<file path="src/rtl/ps2_wasd_receiver_pkg.sv">
// rtl/ps2_wasd_receiver_pkg.sv - scancodes, frame states and key lookup for the PS/2 WASD receiver
package ps2_wasd_receiver_pkg;

  localparam logic [7:0] SC_W     = 8'h1D;
  localparam logic [7:0] SC_A     = 8'h1C;
  localparam logic [7:0] SC_S     = 8'h1B;
  localparam logic [7:0] SC_D     = 8'h23;
  localparam logic [7:0] SC_UP    = 8'h75;
  localparam logic [7:0] SC_LEFT  = 8'h6B;
  localparam logic [7:0] SC_DOWN  = 8'h72;
  localparam logic [7:0] SC_RIGHT = 8'h74;
  localparam logic [7:0] SC_BREAK = 8'hF0;
  localparam logic [7:0] SC_EXT   = 8'hE0;

  typedef enum logic [1:0] {
    ST_IDLE,
    ST_DATA,
    ST_PARITY,
    ST_STOP
  } frame_state_t;

  typedef struct packed {
    logic       hit;
    logic [2:0] idx;
  } key_hit_t;

  // Flag index: 0..3 = W/A/S/D, 4..7 = Up/Left/Down/Right
  function automatic key_hit_t map_key(input logic [7:0] code, input logic ext);
    key_hit_t k;
    k = '{hit: 1'b1, idx: 3'd0};
    if (!ext) begin
      case (code)
        SC_W:    k.idx = 3'd0;
        SC_A:    k.idx = 3'd1;
        SC_S:    k.idx = 3'd2;
        SC_D:    k.idx = 3'd3;
        default: k.hit = 1'b0;
      endcase
    end else begin
      case (code)
        SC_UP:    k.idx = 3'd4;
        SC_LEFT:  k.idx = 3'd5;
        SC_DOWN:  k.idx = 3'd6;
        SC_RIGHT: k.idx = 3'd7;
        default:  k.hit = 1'b0;
      endcase
    end
    return k;
  endfunction

endpackage

</file>
<file path="src/rtl/ps2_wasd_receiver_frame_receiver.sv">
// rtl/ps2_wasd_receiver_frame_receiver.sv - PS/2 synchroniser, clock glitch filter, frame FSM and timeout
module ps2_frame_receiver
  import ps2_wasd_receiver_pkg::*;
#(
  parameter int FILTER_LEN     = 8,
  parameter int TIMEOUT_CYCLES = 50000
) (
  input  logic       clk,
  input  logic       reset,
  input  logic       ps2_clk,
  input  logic       ps2_data,
  output logic       byte_valid,
  output logic [7:0] scancode,
  output logic       frame_error
);

  localparam int FW = $clog2(FILTER_LEN + 1);
  localparam int TW = $clog2(TIMEOUT_CYCLES + 1);

  logic [1:0]    clk_sync;
  logic [1:0]    data_sync;
  logic          filt_clk;
  logic          filt_clk_q;
  logic [FW-1:0] filt_cnt;
  logic          fall_edge;

  frame_state_t  state, state_n;
  logic [2:0]    bit_cnt, bit_cnt_n;
  logic [7:0]    shift, shift_n;
  logic          parity_bit, parity_bit_n;
  logic [TW-1:0] tmo_cnt, tmo_cnt_n;
  logic          byte_valid_n, frame_error_n;
  logic [7:0]    scancode_n;
  logic          sample;

  // Synchronisers and filter idle high so reset never fabricates an edge
  always_ff @(posedge clk) begin
    if (reset) begin
      clk_sync   <= 2'b11;
      data_sync  <= 2'b11;
      filt_clk   <= 1'b1;
      filt_clk_q <= 1'b1;
      filt_cnt   <= '0;
    end else begin
      clk_sync   <= {clk_sync[0], ps2_clk};
      data_sync  <= {data_sync[0], ps2_data};
      filt_clk_q <= filt_clk;
      if (clk_sync[1] == filt_clk) begin
        filt_cnt <= '0;
      end else if (filt_cnt == FW'(FILTER_LEN - 1)) begin
        filt_clk <= clk_sync[1];
        filt_cnt <= '0;
      end else begin
        filt_cnt <= filt_cnt + 1'b1;
      end
    end
  end

  assign fall_edge = filt_clk_q & ~filt_clk;
  assign sample    = data_sync[1];

  always_ff @(posedge clk) begin
    if (reset) begin
      state       <= ST_IDLE;
      bit_cnt     <= '0;
      shift       <= '0;
      parity_bit  <= 1'b0;
      tmo_cnt     <= '0;
      byte_valid  <= 1'b0;
      frame_error <= 1'b0;
      scancode    <= '0;
    end else begin
      state       <= state_n;
      bit_cnt     <= bit_cnt_n;
      shift       <= shift_n;
      parity_bit  <= parity_bit_n;
      tmo_cnt     <= tmo_cnt_n;
      byte_valid  <= byte_valid_n;
      frame_error <= frame_error_n;
      scancode    <= scancode_n;
    end
  end

  always_comb begin
    state_n       = state;
    bit_cnt_n     = bit_cnt;
    shift_n       = shift;
    parity_bit_n  = parity_bit;
    tmo_cnt_n     = '0;
    byte_valid_n  = 1'b0;
    frame_error_n = 1'b0;
    scancode_n    = scancode;

    if (state != ST_IDLE && !fall_edge) tmo_cnt_n = tmo_cnt + 1'b1;

    case (state)
      ST_IDLE: begin
        if (fall_edge && !sample) begin
          state_n   = ST_DATA;
          bit_cnt_n = '0;
        end
      end
      ST_DATA: begin
        if (fall_edge) begin
          shift_n   = {sample, shift[7:1]};
          bit_cnt_n = bit_cnt + 1'b1;
          if (bit_cnt == 3'd7) state_n = ST_PARITY;
        end
      end
      ST_PARITY: begin
        if (fall_edge) begin
          parity_bit_n = sample;
          state_n      = ST_STOP;
        end
      end
      ST_STOP: begin
        if (fall_edge) begin
          state_n = ST_IDLE;
          if (sample && (^{shift, parity_bit})) begin
            byte_valid_n = 1'b1;
            scancode_n   = shift;
          end else begin
            frame_error_n = 1'b1;
          end
        end
      end
      default: state_n = ST_IDLE;
    endcase

    // A stalled keyboard abandons the partial frame
    if (state != ST_IDLE && !fall_edge && tmo_cnt == TW'(TIMEOUT_CYCLES - 1)) begin
      state_n       = ST_IDLE;
      tmo_cnt_n     = '0;
      frame_error_n = 1'b1;
    end
  end

endmodule

</file>
<file path="src/rtl/ps2_wasd_receiver.sv">
// rtl/ps2_wasd_receiver.sv - PS/2 keyboard to held w/a/s/d levels, WASD and arrow keys merged
module ps2_wasd_receiver
  import ps2_wasd_receiver_pkg::*;
#(
  parameter int FILTER_LEN     = 8,
  parameter int TIMEOUT_CYCLES = 50000
) (
  input  logic       clk,
  input  logic       reset,
  input  logic       ps2_clk,
  input  logic       ps2_data,
  output logic       w,
  output logic       a,
  output logic       s,
  output logic       d,
  output logic       byte_valid,
  output logic [7:0] scancode,
  output logic       frame_error
);

  logic [7:0] pressed, pressed_n;
  logic       break_pending, break_pending_n;
  logic       ext_pending, ext_pending_n;
  key_hit_t   key;

  ps2_frame_receiver #(
    .FILTER_LEN     (FILTER_LEN),
    .TIMEOUT_CYCLES (TIMEOUT_CYCLES)
  ) u_frame (
    .clk         (clk),
    .reset       (reset),
    .ps2_clk     (ps2_clk),
    .ps2_data    (ps2_data),
    .byte_valid  (byte_valid),
    .scancode    (scancode),
    .frame_error (frame_error)
  );

  assign key = map_key(scancode, ext_pending);

  always_comb begin
    pressed_n       = pressed;
    break_pending_n = break_pending;
    ext_pending_n   = ext_pending;
    if (frame_error) begin
      break_pending_n = 1'b0;
      ext_pending_n   = 1'b0;
    end else if (byte_valid) begin
      if (scancode == SC_BREAK) begin
        break_pending_n = 1'b1;
      end else if (scancode == SC_EXT) begin
        ext_pending_n = 1'b1;
      end else begin
        break_pending_n = 1'b0;
        ext_pending_n   = 1'b0;
        if (key.hit) pressed_n[key.idx] = ~break_pending;
      end
    end
  end

  // Outputs come from the next-state flags so they move one cycle after byte_valid
  always_ff @(posedge clk) begin
    if (reset) begin
      pressed       <= '0;
      break_pending <= 1'b0;
      ext_pending   <= 1'b0;
      w             <= 1'b0;
      a             <= 1'b0;
      s             <= 1'b0;
      d             <= 1'b0;
    end else begin
      pressed       <= pressed_n;
      break_pending <= break_pending_n;
      ext_pending   <= ext_pending_n;
      w             <= pressed_n[0] | pressed_n[4];
      a             <= pressed_n[1] | pressed_n[5];
      s             <= pressed_n[2] | pressed_n[6];
      d             <= pressed_n[3] | pressed_n[7];
    end
  end

endmodule

</file>
<file path="config.mk">
export PLATFORM = sky130hd
export DESIGN_NAME = ps2_wasd_receiver
export DESIGN_NICKNAME = d
export VERILOG_FILES = /design/src/rtl/ps2_wasd_receiver_pkg.sv /design/src/rtl/ps2_wasd_receiver_frame_receiver.sv /design/src/rtl/ps2_wasd_receiver.sv
export SDC_FILE = /design/constraint.sdc
export NUM_CORES = 1
export LEC_CHECK = 0
export CORE_MARGIN = 2
export CORE_UTILIZATION = 60
export DETAILED_ROUTE_END_ITERATION = 10
export GPL_ROUTABILITY_DRIVEN = 0
export PLACE_DENSITY = 0.77
export SLEW_MARGIN = 20
export SYNTH_ARGS = -nofsm -noshare
export SYNTH_HDL_FRONTEND = slang
export SYNTH_SLANG_ARGS = --single-unit
export TNS_END_PERCENT = 1
</file>
<file path="constraint.sdc">
create_clock -name clk -period 3.67 [get_ports clk]
set_input_delay 0.367 -clock clk [delete_from_list [all_inputs] [get_ports clk]]
set_output_delay 0.367 -clock clk [all_outputs]
set_load 0.02 [all_outputs]
</file>
==> qor.csv <==
stage,metric,value,unit
critical_path,critPathMaxStageDelay,0.48,ns
critical_path,critical_path_arrival,2.52,ns
yosys,ys_ff_latch,64,
route,drtIter0Drc,140,
route,wire_per_inst,12.7,um
critical_path,critical_path.top_delay_family,simple AND/OR/NAND/NOR gates,
place,dpl.hpwl,3660,um
critical_path,crit_path_start_kind,flop,
route,routed_wl,5330,um
cells_and_area,antennaDiodeCount,0,
cells_and_area,mostFrequentLayoutCells,"dfxtp_1 (64), nor2_1 (54), nand2_1 (24), mux2i_1 (19), nand3_1 (18)",
cells_and_area,drive_gt1_frac,0.0907,
critical_path,endpoint_kind,flop,
clock_tree,cts_sinks,64,
outcome,status,"complete, no violations",
sta,slew-limit-headroom,0.574,
sta,holdWs,0.412,ns
die,core_area,0.00475,sq mm
critical_path,crit_buf_inv,0,
clock_tree,clock_latency,0.33,ns
critical_path,path_cells,and2b_1 -> or3_1 -> nor3_2 -> or2_1 -> or3_1 -> nor2_1,
sta,min_period_over_period,0.632,
grt,first_global_vias,2120,
cells_and_area,multi_input_area,0.00158,sq mm
yosys,async_flop_share,0,
sta,fin_skew,0.00426,ns
critical_path,critical_path_class,reg -> reg,
clock_tree,cts_setup_buffers,0,
cells_and_area,area_growth,11.8,%
power_and_ir_drop,powerDensity,407,mW/mm^2
critical_path,cp.required,3.87,ns
die,initial_core_util,0.628,
die,die-area,0.00555,sq mm
yosys,syn_area,0.00298,sq mm
critical_path,path_common_cell,or3_1,
cells_and_area,fillerInstances,398,
route,post-route-drc-count,0,
sta,rsz0062_at_grt,false,
sta,slew_violations,0,
die,fp.dieW,74.5,um
cells_and_area,stdcell_count,420,
sta,setup_viol,0,
grt,antenna_found_initial,0,
place,portBuffers,17,
sta,tns,0,ns
yosys,synth_edf_count,0,
yosys,syn_nets,347,
cells_and_area,utilization,0.702,
run,cap_violations,0,
place,dp.cells,404,
clock_tree,clkTransAtPathRegs,0.07,ns
route,vias_per_cell,5.41,
sta,finalCriticalPeriod,2.32,ns
yosys,yosys_warnings,0,
power_and_ir_drop,irDropWorstVdd,0.305,mV
die,pin_count,18,
clock_tree,clockBufferDepth,2,
route,vias,2274,
sta,worst_pin_slew,0.638,ns
cells_and_area,ff_latch_area,0.00128,sq mm
critical_path,cp_max_fo,22,
yosys,synth_cell_types,52,
sta,fmax,431,MHz
yosys,syn_inst,335,
clock_tree,cts_hold_buf,0,
route,ant_nets,0,
grt,grt_max_degree,43,
yosys,synth_top_flop_cell,dfxtp_1,
yosys,avgSynthCellArea,8.91,sq um
worst_hold_path,hold_path_class,reg -> reg,
clock_tree,cts_resized,0,
die,die_y,74.5,um
clock_tree,cts_tree,done,
critical_path,crit_path_top_delay_cell,or3_1,
grt,gr-usage-all-layers,0.220,
clock_tree,cts-htree-levels,3,
cells_and_area,nets,360,
die,rows,25,
sta,hold_violations,0,
cells_and_area,layout_commonest_cell,dfxtp_1,
route,dr.pass1.iters,4,
clock_tree,cts_inserted_buffers,9,
yosys,ys_seq_area_frac,0.429,
grt,overflow,0,
power_and_ir_drop,leakagePower,1.19,nW
clock_tree,clockRootBuffer,clkbuf_8,
grt,grt_pass1_wl,9460,um
-- where the power goes --
part           internal (mW)  switching (mW)
clock network          0.310           0.263
registers              0.702         0.00619
logic                 0.0248          0.0518
total                   1.04           0.321
-- layout make-up --
| type | instances | share of cell area |
|---|---|---|
| Clock buffer | 10 | 0.0382 |
| Clock inverter | 6 | 0.0180 |
| Inverter | 8 | 0.00900 |
| Multi-Input combinational cell | 247 | 0.472 |
| Sequential cell | 64 | 0.384 |
| Tap cell | 67 | 0.0251 |
| Timing Repair Buffer | 18 | 0.0532 |
-- worst paths after layout --
| check | startpoint | end | slack, ns | cells past startpoint |
|---|---|---|---|---|
| worst min-delay path | u_frame.data_sync[0] | u_frame.data_sync[1] | 0.41 | 1 |
| worst max-delay path | u_frame.filt_clk | u_frame.tmo_cnt[4] | 1.35 | 6 |
| worst min register to register | u_frame.data_sync[0] | u_frame.data_sync[1] | 0.41 | 1 |
| worst max register to register | u_frame.filt_clk | u_frame.tmo_cnt[4] | 1.35 | 6 |
-- routing by layer --
layer,vias up,GRT usage,part of all wire
met5,-,0,0
met4,0,0.109,0.013
met3,6,0.0420,0.032
met2,39,0.339,0.46
met1,1046,0.297,0.50
li1,1183,-,-
-- cells by family (layout without fill, tap and decap cells) --
kind of cell,count (synthesis),in the layout,synth area share
AND/OR/NAND/NOR,158,158,0.270
AO/OA/AOI/OAI,37,37,0.0822
buffers and inverters,24,42,0.0423
XOR/XNOR,24,24,0.0751
multiplexers,20,20,0.0675
flip-flops,64,64,0.429
adder cells (fa/ha/maj),8,8,0.0335
-- worst register-to-register path: cells and delay by family, from the launching register on --
family / cells / cell delay (ns)
AND/OR/NAND/NOR: 6 / 1.82
flip-flops: 1 / 0.37
-- Yosys cell counts (all sizes together), types with 5 or more instances --
cell	count	area (sq um)
ha	8	100
nand4	5	31.3
buf	7	62.6
nor2	56	215
nand3	18	90.1
xor2	10	87.6
nand2b	5	31.3
nand2	24	90.1
o21ai	7	35.0
inv	7	26.3
dfxtp	64	1280
a21oi	15	75.1
xnor2	13	114
clkbuf	9	33.8
or3	5	31.3
nor3	12	65.1
mux2i	19	190
or2	9	56.3
-- through the flow --
step	instance area [sq um]	total power [mW]	worst slack, ns
floorplan	2980	0.800	1.66
global placement	3150	0.799	1.44
detailed placement	3150	0.800	1.36
CTS	3340	1.37	1.35
global route	3340	1.41	1.08
finish	3340	1.36	1.35
-- registers in the layout (all words and copies together) (netlist names) --
signal and cells:
a 1, break_pending 1, d 1, ext_pending 1, pressed 8, s 1, u_frame.bit_cnt 3, u_frame.byte_valid 1
u_frame.clk_sync 2, u_frame.data_sync 2, u_frame.filt_clk 1, u_frame.filt_clk_q 1, u_frame.filt_cnt 4, u_frame.frame_error 1, u_frame.parity_bit 1, u_frame.scancode 8
u_frame.shift 8, u_frame.state 2, u_frame.tmo_cnt 16, w 1
(Power assumes the default switching activity.)
